===== src/rtl/load_whb_unit_if.sv =====
// rtl/load_whb_unit_if.sv - load request, data-memory read and writeback signal bundle for load_whb_unit
interface load_whb_unit_if;
    logic        ld_valid;
    logic        ld_ready;
    logic [31:0] ld_addr;
    logic [1:0]  ld_whb;
    logic        ld_unsigned;
    logic [4:0]  ld_rd;

    logic        dmem_req;
    logic [31:0] dmem_addr;
    logic        dmem_gnt;
    logic        dmem_rvalid;
    logic [31:0] dmem_rdata;

    logic        wb_valid;
    logic        wb_ready;
    logic [31:0] wb_data;
    logic [4:0]  wb_rd;
    logic        wb_err;
    logic        wb_misalign;

    modport master (
        input  ld_valid, ld_addr, ld_whb, ld_unsigned, ld_rd,
        input  dmem_gnt, dmem_rvalid, dmem_rdata, wb_ready,
        output ld_ready, dmem_req, dmem_addr,
        output wb_valid, wb_data, wb_rd, wb_err, wb_misalign
    );

    modport slave (
        output ld_valid, ld_addr, ld_whb, ld_unsigned, ld_rd,
        output dmem_gnt, dmem_rvalid, dmem_rdata, wb_ready,
        input  ld_ready, dmem_req, dmem_addr,
        input  wb_valid, wb_data, wb_rd, wb_err, wb_misalign
    );
endinterface


===== src/rtl/load_whb_unit.sv =====
// rtl/load_whb_unit.sv - single-outstanding load unit: aligned dmem read, byte/half/word extract, sign/zero extend
// Optional macro MISALIGN_TRAP_EN: trap misaligned half/word loads instead of issuing them.
module load_whb_unit #(
    parameter int         TIMEOUT_W = 8,
    parameter logic [1:0] BYTE_ENC  = 2'b00,
    parameter logic [1:0] HALF_ENC  = 2'b01,
    parameter logic [1:0] WORD_ENC  = 2'b10
) (
    input  logic            clk,
    input  logic            rst_n,
    load_whb_unit_if.master bus
);
    typedef enum logic [1:0] {S_IDLE, S_REQ, S_WAIT, S_RESP} state_t;

    state_t               r_state;
    state_t               w_next;
    logic [1:0]           r_off;
    logic [1:0]           r_whb;
    logic                 r_unsigned;
    logic [TIMEOUT_W-1:0] r_cnt;
    logic [31:0]          r_dmem_addr;
    logic [31:0]          r_wb_data;
    logic [4:0]           r_wb_rd;
    logic                 r_wb_err;

    logic                 w_illegal;
    logic                 w_misalign;
    logic                 w_timeout;
    logic [7:0]           w_byte;
    logic [15:0]          w_half;
    logic [31:0]          w_fmt;

    assign w_illegal = (bus.ld_whb != BYTE_ENC) && (bus.ld_whb != HALF_ENC) && (bus.ld_whb != WORD_ENC);

`ifdef MISALIGN_TRAP_EN
    logic r_wb_mis;
    assign w_misalign = ((bus.ld_whb == HALF_ENC) && bus.ld_addr[0]) ||
                        ((bus.ld_whb == WORD_ENC) && (bus.ld_addr[1:0] != 2'b00));
    assign bus.wb_misalign = r_wb_mis;
`else
    assign w_misalign      = 1'b0;
    assign bus.wb_misalign = 1'b0;
`endif

    // Timeout on the WAIT cycle whose increment lands on all-ones.
    assign w_timeout = (r_cnt + TIMEOUT_W'(1)) == {TIMEOUT_W{1'b1}};

    always_comb begin
        w_byte = 8'(bus.dmem_rdata >> {r_off, 3'b000});
        w_half = r_off[1] ? bus.dmem_rdata[31:16] : bus.dmem_rdata[15:0];
        if (r_whb == BYTE_ENC)
            w_fmt = {{24{~r_unsigned & w_byte[7]}}, w_byte};
        else if (r_whb == HALF_ENC)
            w_fmt = {{16{~r_unsigned & w_half[15]}}, w_half};
        else
            w_fmt = bus.dmem_rdata;
    end

    always_ff @(posedge clk) begin
        if (!rst_n)
            r_state <= S_IDLE;
        else
            r_state <= w_next;
    end

    always_comb begin
        w_next = r_state;
        case (r_state)
            S_IDLE: if (bus.ld_valid) w_next = (w_illegal || w_misalign) ? S_RESP : S_REQ;
            S_REQ:  if (bus.dmem_gnt) w_next = S_WAIT;
            S_WAIT: if (bus.dmem_rvalid || w_timeout) w_next = S_RESP;
            S_RESP: if (bus.wb_ready) w_next = S_IDLE;
            default: w_next = S_IDLE;
        endcase
    end

    always_comb begin
        bus.ld_ready = (r_state == S_IDLE);
        bus.dmem_req = (r_state == S_REQ);
        bus.wb_valid = (r_state == S_RESP);
    end

    always_ff @(posedge clk) begin
        if (!rst_n) begin
            r_off       <= 2'b00;
            r_whb       <= 2'b00;
            r_unsigned  <= 1'b0;
            r_cnt       <= '0;
            r_dmem_addr <= 32'h0;
            r_wb_data   <= 32'h0;
            r_wb_rd     <= 5'h0;
            r_wb_err    <= 1'b0;
`ifdef MISALIGN_TRAP_EN
            r_wb_mis    <= 1'b0;
`endif
        end else begin
            case (r_state)
                S_IDLE: if (bus.ld_valid) begin
                    r_off       <= bus.ld_addr[1:0];
                    r_whb       <= bus.ld_whb;
                    r_unsigned  <= bus.ld_unsigned;
                    r_wb_rd     <= bus.ld_rd;
                    r_dmem_addr <= {bus.ld_addr[31:2], 2'b00};
                    if (w_illegal || w_misalign) begin
                        r_wb_data <= 32'h0;
                        r_wb_err  <= 1'b1;
                    end
`ifdef MISALIGN_TRAP_EN
                    r_wb_mis <= w_misalign;
`endif
                end
                S_REQ: r_cnt <= '0;
                S_WAIT: begin
                    r_cnt <= r_cnt + TIMEOUT_W'(1);
                    if (bus.dmem_rvalid) begin
                        r_wb_data <= w_fmt;
                        r_wb_err  <= 1'b0;
                    end else if (w_timeout) begin
                        r_wb_data <= 32'h0;
                        r_wb_err  <= 1'b1;
                    end
                end
                default: ;
            endcase
        end
    end

    assign bus.dmem_addr = r_dmem_addr;
    assign bus.wb_data   = r_wb_data;
    assign bus.wb_rd     = r_wb_rd;
    assign bus.wb_err    = r_wb_err;
endmodule


===== src/flat_wrapper.sv =====
// flat-port wrapper written by rule: the top's interface ports become plain ports
module load_whb_unit_flat 
#(
    parameter int         TIMEOUT_W = 8,
    parameter logic [1:0] BYTE_ENC  = 2'b00,
    parameter logic [1:0] HALF_ENC  = 2'b01,
    parameter logic [1:0] WORD_ENC  = 2'b10
)
  (clk, rst_n, bus_ld_valid, bus_ld_addr, bus_ld_whb, bus_ld_unsigned, bus_ld_rd, bus_dmem_gnt, bus_dmem_rvalid, bus_dmem_rdata, bus_wb_ready, bus_ld_ready, bus_dmem_req, bus_dmem_addr, bus_wb_valid, bus_wb_data, bus_wb_rd, bus_wb_err, bus_wb_misalign);
  load_whb_unit_if bus_i ();
  input  logic clk;
  input  logic rst_n;
  input wire logic [$bits(bus_i.ld_valid)-1:0] bus_ld_valid;
  input wire logic [$bits(bus_i.ld_addr)-1:0] bus_ld_addr;
  input wire logic [$bits(bus_i.ld_whb)-1:0] bus_ld_whb;
  input wire logic [$bits(bus_i.ld_unsigned)-1:0] bus_ld_unsigned;
  input wire logic [$bits(bus_i.ld_rd)-1:0] bus_ld_rd;
  input wire logic [$bits(bus_i.dmem_gnt)-1:0] bus_dmem_gnt;
  input wire logic [$bits(bus_i.dmem_rvalid)-1:0] bus_dmem_rvalid;
  input wire logic [$bits(bus_i.dmem_rdata)-1:0] bus_dmem_rdata;
  input wire logic [$bits(bus_i.wb_ready)-1:0] bus_wb_ready;
  output wire logic [$bits(bus_i.ld_ready)-1:0] bus_ld_ready;
  output wire logic [$bits(bus_i.dmem_req)-1:0] bus_dmem_req;
  output wire logic [$bits(bus_i.dmem_addr)-1:0] bus_dmem_addr;
  output wire logic [$bits(bus_i.wb_valid)-1:0] bus_wb_valid;
  output wire logic [$bits(bus_i.wb_data)-1:0] bus_wb_data;
  output wire logic [$bits(bus_i.wb_rd)-1:0] bus_wb_rd;
  output wire logic [$bits(bus_i.wb_err)-1:0] bus_wb_err;
  output wire logic [$bits(bus_i.wb_misalign)-1:0] bus_wb_misalign;
  assign bus_i.ld_valid = bus_ld_valid;
  assign bus_i.ld_addr = bus_ld_addr;
  assign bus_i.ld_whb = bus_ld_whb;
  assign bus_i.ld_unsigned = bus_ld_unsigned;
  assign bus_i.ld_rd = bus_ld_rd;
  assign bus_i.dmem_gnt = bus_dmem_gnt;
  assign bus_i.dmem_rvalid = bus_dmem_rvalid;
  assign bus_i.dmem_rdata = bus_dmem_rdata;
  assign bus_i.wb_ready = bus_wb_ready;
  assign bus_ld_ready = bus_i.ld_ready;
  assign bus_dmem_req = bus_i.dmem_req;
  assign bus_dmem_addr = bus_i.dmem_addr;
  assign bus_wb_valid = bus_i.wb_valid;
  assign bus_wb_data = bus_i.wb_data;
  assign bus_wb_rd = bus_i.wb_rd;
  assign bus_wb_err = bus_i.wb_err;
  assign bus_wb_misalign = bus_i.wb_misalign;
  load_whb_unit #(.TIMEOUT_W(TIMEOUT_W), .BYTE_ENC(BYTE_ENC), .HALF_ENC(HALF_ENC), .WORD_ENC(WORD_ENC)) u_core (.clk(clk), .rst_n(rst_n), .bus(bus_i));
endmodule

===== config.mk =====
export PLATFORM = sky130hd
export DESIGN_NAME = load_whb_unit_flat
export DESIGN_NICKNAME = d
export VERILOG_FILES = /design/src/rtl/load_whb_unit_if.sv /design/src/rtl/load_whb_unit.sv /design/src/flat_wrapper.sv
export SDC_FILE = /design/constraint.sdc
export NUM_CORES = 1
export LEC_CHECK = 0
export CAP_MARGIN = 15
export CORE_MARGIN = 2
export CORE_UTILIZATION = 48
export CTS_CLUSTER_DIAMETER = 80
export CTS_CLUSTER_SIZE = 10
export DETAILED_ROUTE_END_ITERATION = 10
export PLACE_DENSITY = 0.84
export SLEW_MARGIN = 20
export SYNTH_ARGS = -nofsm -noshare
export SYNTH_HDL_FRONTEND = slang
export SYNTH_SLANG_ARGS = --single-unit

===== constraint.sdc =====
create_clock -name clk -period 5.4 [get_ports clk]
set_input_delay 0.81 -clock clk [delete_from_list [all_inputs] [get_ports clk]]
set_output_delay 0.81 -clock clk [all_outputs]
set_load 0.01 [all_outputs]

==> summary.md, run 1 <==
| Metric | Value |
|---|---|
| Vias in the first global route | 3,869 |
| Status | finished, final reports clean |
| Largest net degree at the start of global routing | 86 |
| Total power draw | 1.87 mW |
| Synth cell types | 52 |
| DRT iter0 DRCs | 301 |
| Rows | 33 |
| Hold buffers post-CTS | 0 |
| Syn avg cell area | 8.15 µm² |
| R2r startpoint | u_core.r_state[0]$_SDFFE_PN0P_ |
| Top FF cell, synth | dfxtp_1 |
| Yosys Warn Count | 0 |
| CP max FO | 64 |
| Setup TNS | 0 ns |
| Layout cell share with drive strength beyond 1 | 5.75% |
| Final setup fails | 0 |
| Period utilization | 46.6% |
| Most frequent cells after synthesis | nand2_1 (111), dfxtp_1 (83), a21boi_0 (43) |
| Switching share of power | 35.9% |
| Detail Route Antenna Nets | 0 |
| Switching pwr | 670 µW |
| Mapped Cells | 498 |
| Antenna diodes | 0 |
| Synth Register Bits | 83 |
| H-Tree Depth | 3 |
| Post-DR vias/cell | 5.52 |
| Grt total ovfl | 0 |
| Post-Layout Cell Count | 731 |
| DRC viols | 0 |
| Die X-Extent | 96.0 µm |
| Fill cell count | 682 |
| Crit start category | input pin |
| Root Driver | clkbuf_8 |
| PwrDens | 327 mW/mm² |
| Detailed Place HPWL | 8.01 mm |
| Leading area contributor after synthesis | dfxtp_1 |
| Main area contributors after synthesis | dfxtp_1 (41%), nand2_1 (10%), a21boi_0 (8.0%), nand3_1 (4.6%), a21oi_1 (3.5%) |
| Sequential power share | 39.6% |
| Tot GR Track Use | 25.5% |
| Final hold violations | 0 |
| Footprint of the multi-input gates | 0.00217 mm² |
| Min-Delay Startpoint | u_core.bus.dmem_addr[29]$_SDFFE_PN0P_ |
| Post-synth top area share | 40.9% |
| Core area | 0.00822 mm² |
| Fmax achieved | 0.397 GHz |
| Routed WL | 11.4 mm |
| Worst slew margin | 30.5% |
| CTS Sinks | 83 |
| Worst-Skew Late Latency | 0.36 ns |
| Most common cell in the synthesized netlist | nand2_1 |
| Setup crit start | bus_dmem_rvalid |
| Routability cong. | 0.871 |
| Initial Util | 49.4% |
| WL/cell | 15.6 µm |
| Static Leakage | 2.00 nW |
| Clock share of power | 24.8% |
| Top-level port count | 152 |
| IO buf count | 148 |
| Clock skew | 0.0157 ns |
| Placed Cells | 715 |
| First-pass GRT wire length | 18.5 mm |
| Worst slew pin tran | 1.04 ns |
| CTS tree | built |
| Register area share after synthesis | 40.9% |
| Crit path time final | 2.52 ns |
| # Post-CTS Setup Buffers | 0 |
| CTS Buf Count | 9 |
| Syn Std Cell Area | 0.00406 mm² |
| Worst Path Arrival | 2.78 ns |
| Max cap viols | 0 |
| Clk pin slew, worst setup/hold paths | 0.09 ns |
| Layout area overhead | 40.8% |
| Combinational share of power | 35.7% |
| Vias | 4,032 |
| Die area | 0.00921 mm² |
| Crit path required time | 5.67 ns |
| Async SR Flop Fraction | 0% |
| CP Capture Type | register |
| RSZ-0062 raised after global routing | no |
| Drt pass-1 iters | 5 |
| Die Height | 96.0 µm |
| Clock tree buffer depth | 2 |
| Max VDD drop | 0.000215 V |
| Hold Crit Class | register to register |
| Initial antenna violation count | 0 |
| Crit Path Category | input pin to register |
| Int Pwr | 1.20 mW |
| EDFF count, synth | 0 |
| Pins over their slew limit | 0 |
| Register area | 0.00166 mm² |
| Net count, final | 705 |
| Cts repair resizes | 0 |
-- state kept, by name (all words and copies together) (netlist names) --
name                  cells
u_core.bus.wb_data       32
u_core.bus.wb_rd          5
u_core.r_state            2
u_core.r_whb              2
u_core.r_unsigned         1
u_core.r_off              2
u_core.bus.dmem_addr     30
u_core.bus.wb_err         1
u_core.r_cnt              8
-- worst max-delay path, stage by stage --
cell and delay (ns):
clkdlybuf4s50_1 0.50, or3b_1 0.40, a2bb2oi_2 0.16, o2111ai_4 0.10, buf_4 0.51, nand3_1 0.15
o21ai_0 0.13
-- final cells by class --
class	count	share of cell area [%]
clock inverter	7	1.42
sequential	83	29.1
tap	105	2.30
multi-input combinational	364	37.9
timing repair buffer	153	26.5
inverter	10	0.657
clock buffer	9	2.17
-- layer usage --
layer  up-vias  global-route usage, %  wire length, µm
li1       2002                      -                -
met1      1821                   31.6             4710
met2       184                   41.6             5330
met3        25                   7.99             1070
met4         0                   9.40              259
met5         -                      0                0
-- logic make-up after synthesis --
group / synth area share, %
other: 0.0924
buffers and inverters: 5.92
muxes: 2.80
AOI/OAI and AO/OA: 26.9
DFF: 40.9
and+or+nand+nor: 21.5
adders and majority gates: 1.85
-- final timing paths --
path | to | slack, ns | cells after the start
worst max-delay path | u_core.bus.wb_data[10]$_SDFFE_PN0P_ | 2.88 | 7
worst min-delay path | u_core.bus.dmem_addr[29]$_SDFFE_PN0P_ | 0.47 | 2
worst max register to register | u_core.bus.wb_data[10]$_SDFFE_PN0P_ | 2.97 | 8
worst min register to register | u_core.bus.dmem_addr[29]$_SDFFE_PN0P_ | 0.47 | 2
-- through the flow --
| step | setup WS, ns | hold WS [ns] | area [µm²] | util (%) |
|---|---|---|---|---|
| after floorplan | 3.44 | 0.457 | 4070 | - |
| after global placement | 2.65 | 0.451 | 5510 | 67.1 |
| after detailed placement | 2.56 | 0.454 | 5510 | 67.1 |
| after CTS | 2.87 | 0.470 | 5720 | 69.6 |
| after global routing | 2.79 | 0.487 | 5720 | 69.6 |
| final | 2.88 | 0.467 | 5720 | 69.6 |
-- placed cells by master, fill, tap and decap left out, types with 2 or more instances in the layout --
| master | synthesis | layout |
|---|---|---|
| clkdlybuf4s50_1 | 0 | 147 |
| inv_6 | 0 | 3 |
| nor2_1 | 7 | 7 |
| buf_4 | 4 | 5 |
| nand4_1 | 2 | 2 |
| and2_1 | 2 | 2 |
| o31ai_1 | 15 | 15 |
| o211ai_1 | 2 | 2 |
| nand3b_1 | 2 | 2 |
| mux2i_1 | 8 | 8 |
| nor3_1 | 4 | 4 |
| a21boi_0 | 43 | 43 |
| inv_1 | 10 | 10 |
| a21oi_1 | 28 | 28 |
| dfxtp_1 | 83 | 83 |
| o21a_1 | 3 | 3 |
| nand3_1 | 37 | 37 |
| o21ai_0 | 19 | 19 |
| nand2_1 | 111 | 111 |
| conb_1 | 1 | 3 |
| ha_1 | 6 | 6 |
| clkbuf_8 | 0 | 9 |
| o31ai_2 | 3 | 3 |
| nor2b_1 | 14 | 14 |
| nand2b_1 | 5 | 5 |
| a32oi_1 | 7 | 7 |
| and3_1 | 3 | 3 |
| o22ai_1 | 9 | 9 |
| a21oi_2 | 2 | 2 |
| o221ai_1 | 8 | 8 |
| nor3b_1 | 2 | 2 |
-- power by group through the flow --
stage / sequential, mW / clock [mW] / combinational, mW
floorplan: 0.754 / 0 / 0.394
detailed placement: 0.753 / 0 / 0.660
global route: 0.748 / 0.500 / 0.734
finish: 0.739 / 0.463 / 0.666
global placement: 0.748 / 0 / 0.647
CTS: 0.739 / 0.474 / 0.666
Note: power is estimated with default switching activity, not from simulation.
==> run 2: changes to the inputs <==
- CORE_UTILIZATION: 48 -> 45
- PLACE_DENSITY: 0.84 -> 0.79
- clock period: 5.4 -> 2.6 ns (I/O delays scaled with it)
==> summary.md, run 2 (synthesis results as in run 1) <==
| Metric | Value |
|---|---|
| Status | finished, final reports clean |
| Clk pin slew, worst setup/hold paths | 0.08 ns (about the same) |
| Net count, final | 710 (+0.71%) |
| Layout area overhead | 41.6% |
| Final hold violations | 0 (unchanged) |
| Max reg flops | 32 (unchanged) |
| Root Driver | clkbuf_8 |
| IO buf count | 148 (unchanged) |
| Grt total ovfl | 0 (unchanged) |
| Die Height | 99.0 µm (+3.1%) |
| Detailed Place HPWL | 8.37 mm (+4.4%) |
| Hold buffers post-CTS | 0 (unchanged) |
| CP Capture Type | output port |
| Crit Path Category | register to output port |
| Largest net degree at the start of global routing | 66 (-23%) |
| # Post-CTS Setup Buffers | 0 (unchanged) |
| Die X-Extent | 99.0 µm (+3.1%) |
| H-Tree Depth | 3 (unchanged) |
| WL/cell | 15.5 µm (-0.28%) |
| Crit start category | register |
| Commonest non-fill, non-tap cells in the layout | clkdlybuf4s50_1 (147), nand2_1 (111), dfxtp_1 (83) |
| CP max FO | 8 (-88%) |
| CTS tree | built |
| DRT iter0 DRCs | 252 (-16%) |
| Top-level port count | 152 (unchanged) |
| Commonest non-fill, non-tap cell in the layout | clkdlybuf4s50_1 |
| Total power draw | 3.83 mW (+100%) |
| Die area | 0.00980 mm² (+6.4%) |
| Routability cong. | 0.937 (+7.5%) |
| Post-DR vias/cell | 5.47 (-0.74%) |
| Tot GR Track Use | 23.5% (-2.0 points) |
| Antenna diodes | 0 (unchanged) |
| Vias in the first global route | 3,890 (+0.54%) |
| CTS Sinks | 83 (unchanged) |
| Initial Util | 46.6% (-2.9 points) |
| Vias | 4,046 (+0.35%) |
| Pins over their slew limit | 0 (unchanged) |
| Crit path required time | 2.21 ns (-3.46 ns) |
| DRC viols | 0 (unchanged) |
| Crit path time final | 2.11 ns |
| Setup TNS | 0 ns (unchanged) |
| Worst slew margin | 53.8% (+23 points) |
| Hold Crit Class | register to register |
| Static Leakage | 2.02 nW (+1.0%) |
| Cts repair resizes | 0 (unchanged) |
| Clock skew | 0.0103 ns (-0.00542 ns) |
| Core area | 0.00872 mm² (+6.1%) |
| PwrDens | 665 mW/mm² (+100%) |
| Final setup fails | 0 (unchanged) |
| Detail Route Antenna Nets | 0 (unchanged) |
| Worst Path Arrival | 1.72 ns (-1.06 ns) |
| Initial antenna violation count | 0 (unchanged) |
| Fmax achieved | 0.473 GHz |
| Max cap viols | 0 (unchanged) |
| Routed WL | 11.5 mm (+0.81%) |
| Rows | 34 (+3.0%) |
| Drt pass-1 iters | 4 (-1) |
| First-pass GRT wire length | 18.9 mm (+2.1%) |
| Max VDD drop | 0.000427 V (+99%) |
| Period utilization | 81.3% |
| Worst slew pin tran | 0.693 ns (-0.346 ns) |
| Layout cell share with drive strength beyond 1 | 6.50% (+0.75 points) |
| CTS Buf Count | 9 (unchanged) |
| Worst-Skew Late Latency | 0.35 ns (about the same) |
| RSZ-0062 raised after global routing | no |
| Clock tree buffer depth | 2 (unchanged) |
## run 2: changes by cell type in the layout (fill, tap and decap cells not counted), sizes merged
cell / change
clkinvlp: +1
bufinv: -1
buf: +5
clkbuf: +2
clkinv: +1
inv: -3
## run 2: area by class of cell
class | instances | area, µm²
Inverter | 10 | 37.5
Multi-Input combinational cell | 364 | 2170
Timing Repair Buffer | 158 | 1560
Clock inverter | 5 | 35.0
Sequential cell | 83 | 1660
Tap cell | 108 | 135
Fill cell | 746 | 2970
Clock buffer | 11 | 151
## run 2: metrics by stage
| stage | hold slack [ns] | std cells | cell area, µm² | setup WS (ns) | utilization [%] |
|---|---|---|---|---|---|
| after floorplan | 0.457 | 500 | 4070 | 0.875 | - |
| after global placement | 0.450 | 723 | 5560 | 0.489 | 63.8 |
| after detailed placement | 0.455 | 723 | 5560 | 0.413 | 63.8 |
| after CTS | 0.468 | 739 | 5750 | 0.473 | 65.9 |
| after global routing | 0.491 | 739 | 5750 | 0.363 | 65.9 |
| final | 0.464 | 739 | 5750 | 0.486 | 65.9 |
## run 2: critical path, cell delays in order (launching register included)
cell and delay [ns]:
dfxtp_1 0.35, inv_1 0.10, ha_1 0.33, clkdlybuf4s50_1 0.60
## run 2: power breakdown
part           switching [mW]  internal, mW  leakage, nW
Combinational           0.796         0.645         1.25
Clock                   0.466         0.401       0.0957
Sequential              0.105          1.41        0.675
Total                    1.37          2.46         2.02
## run 2: layer usage
layer | global-route usage (%) | vias to the layer above | routed length, µm
met5 | 0 | - | 0
li1 | - | 2006 | -
met4 | 6.74 | 0 | 155
met2 | 37.7 | 167 | 5360
met1 | 30.1 | 1859 | 4740
met3 | 8.16 | 14 | 1200
## run 2: path summary, 6_finish.rpt
path / start / to / slack, ns / cells past startpoint
setup reg to reg: u_core.r_whb[0]$_SDFFE_PN0P_ / u_core.bus.wb_data[29]$_SDFFE_PN0P_ / 0.53 / 5
setup / recovery: u_core.r_state[1]$_SDFFE_PN0P_ / bus_ld_ready / 0.49 / 3
hold / removal: u_core.bus.dmem_addr[28]$_SDFFE_PN0P_ / u_core.bus.dmem_addr[28]$_SDFFE_PN0P_ / 0.46 / 2
hold reg to reg: u_core.bus.dmem_addr[28]$_SDFFE_PN0P_ / u_core.bus.dmem_addr[28]$_SDFFE_PN0P_ / 0.46 / 2
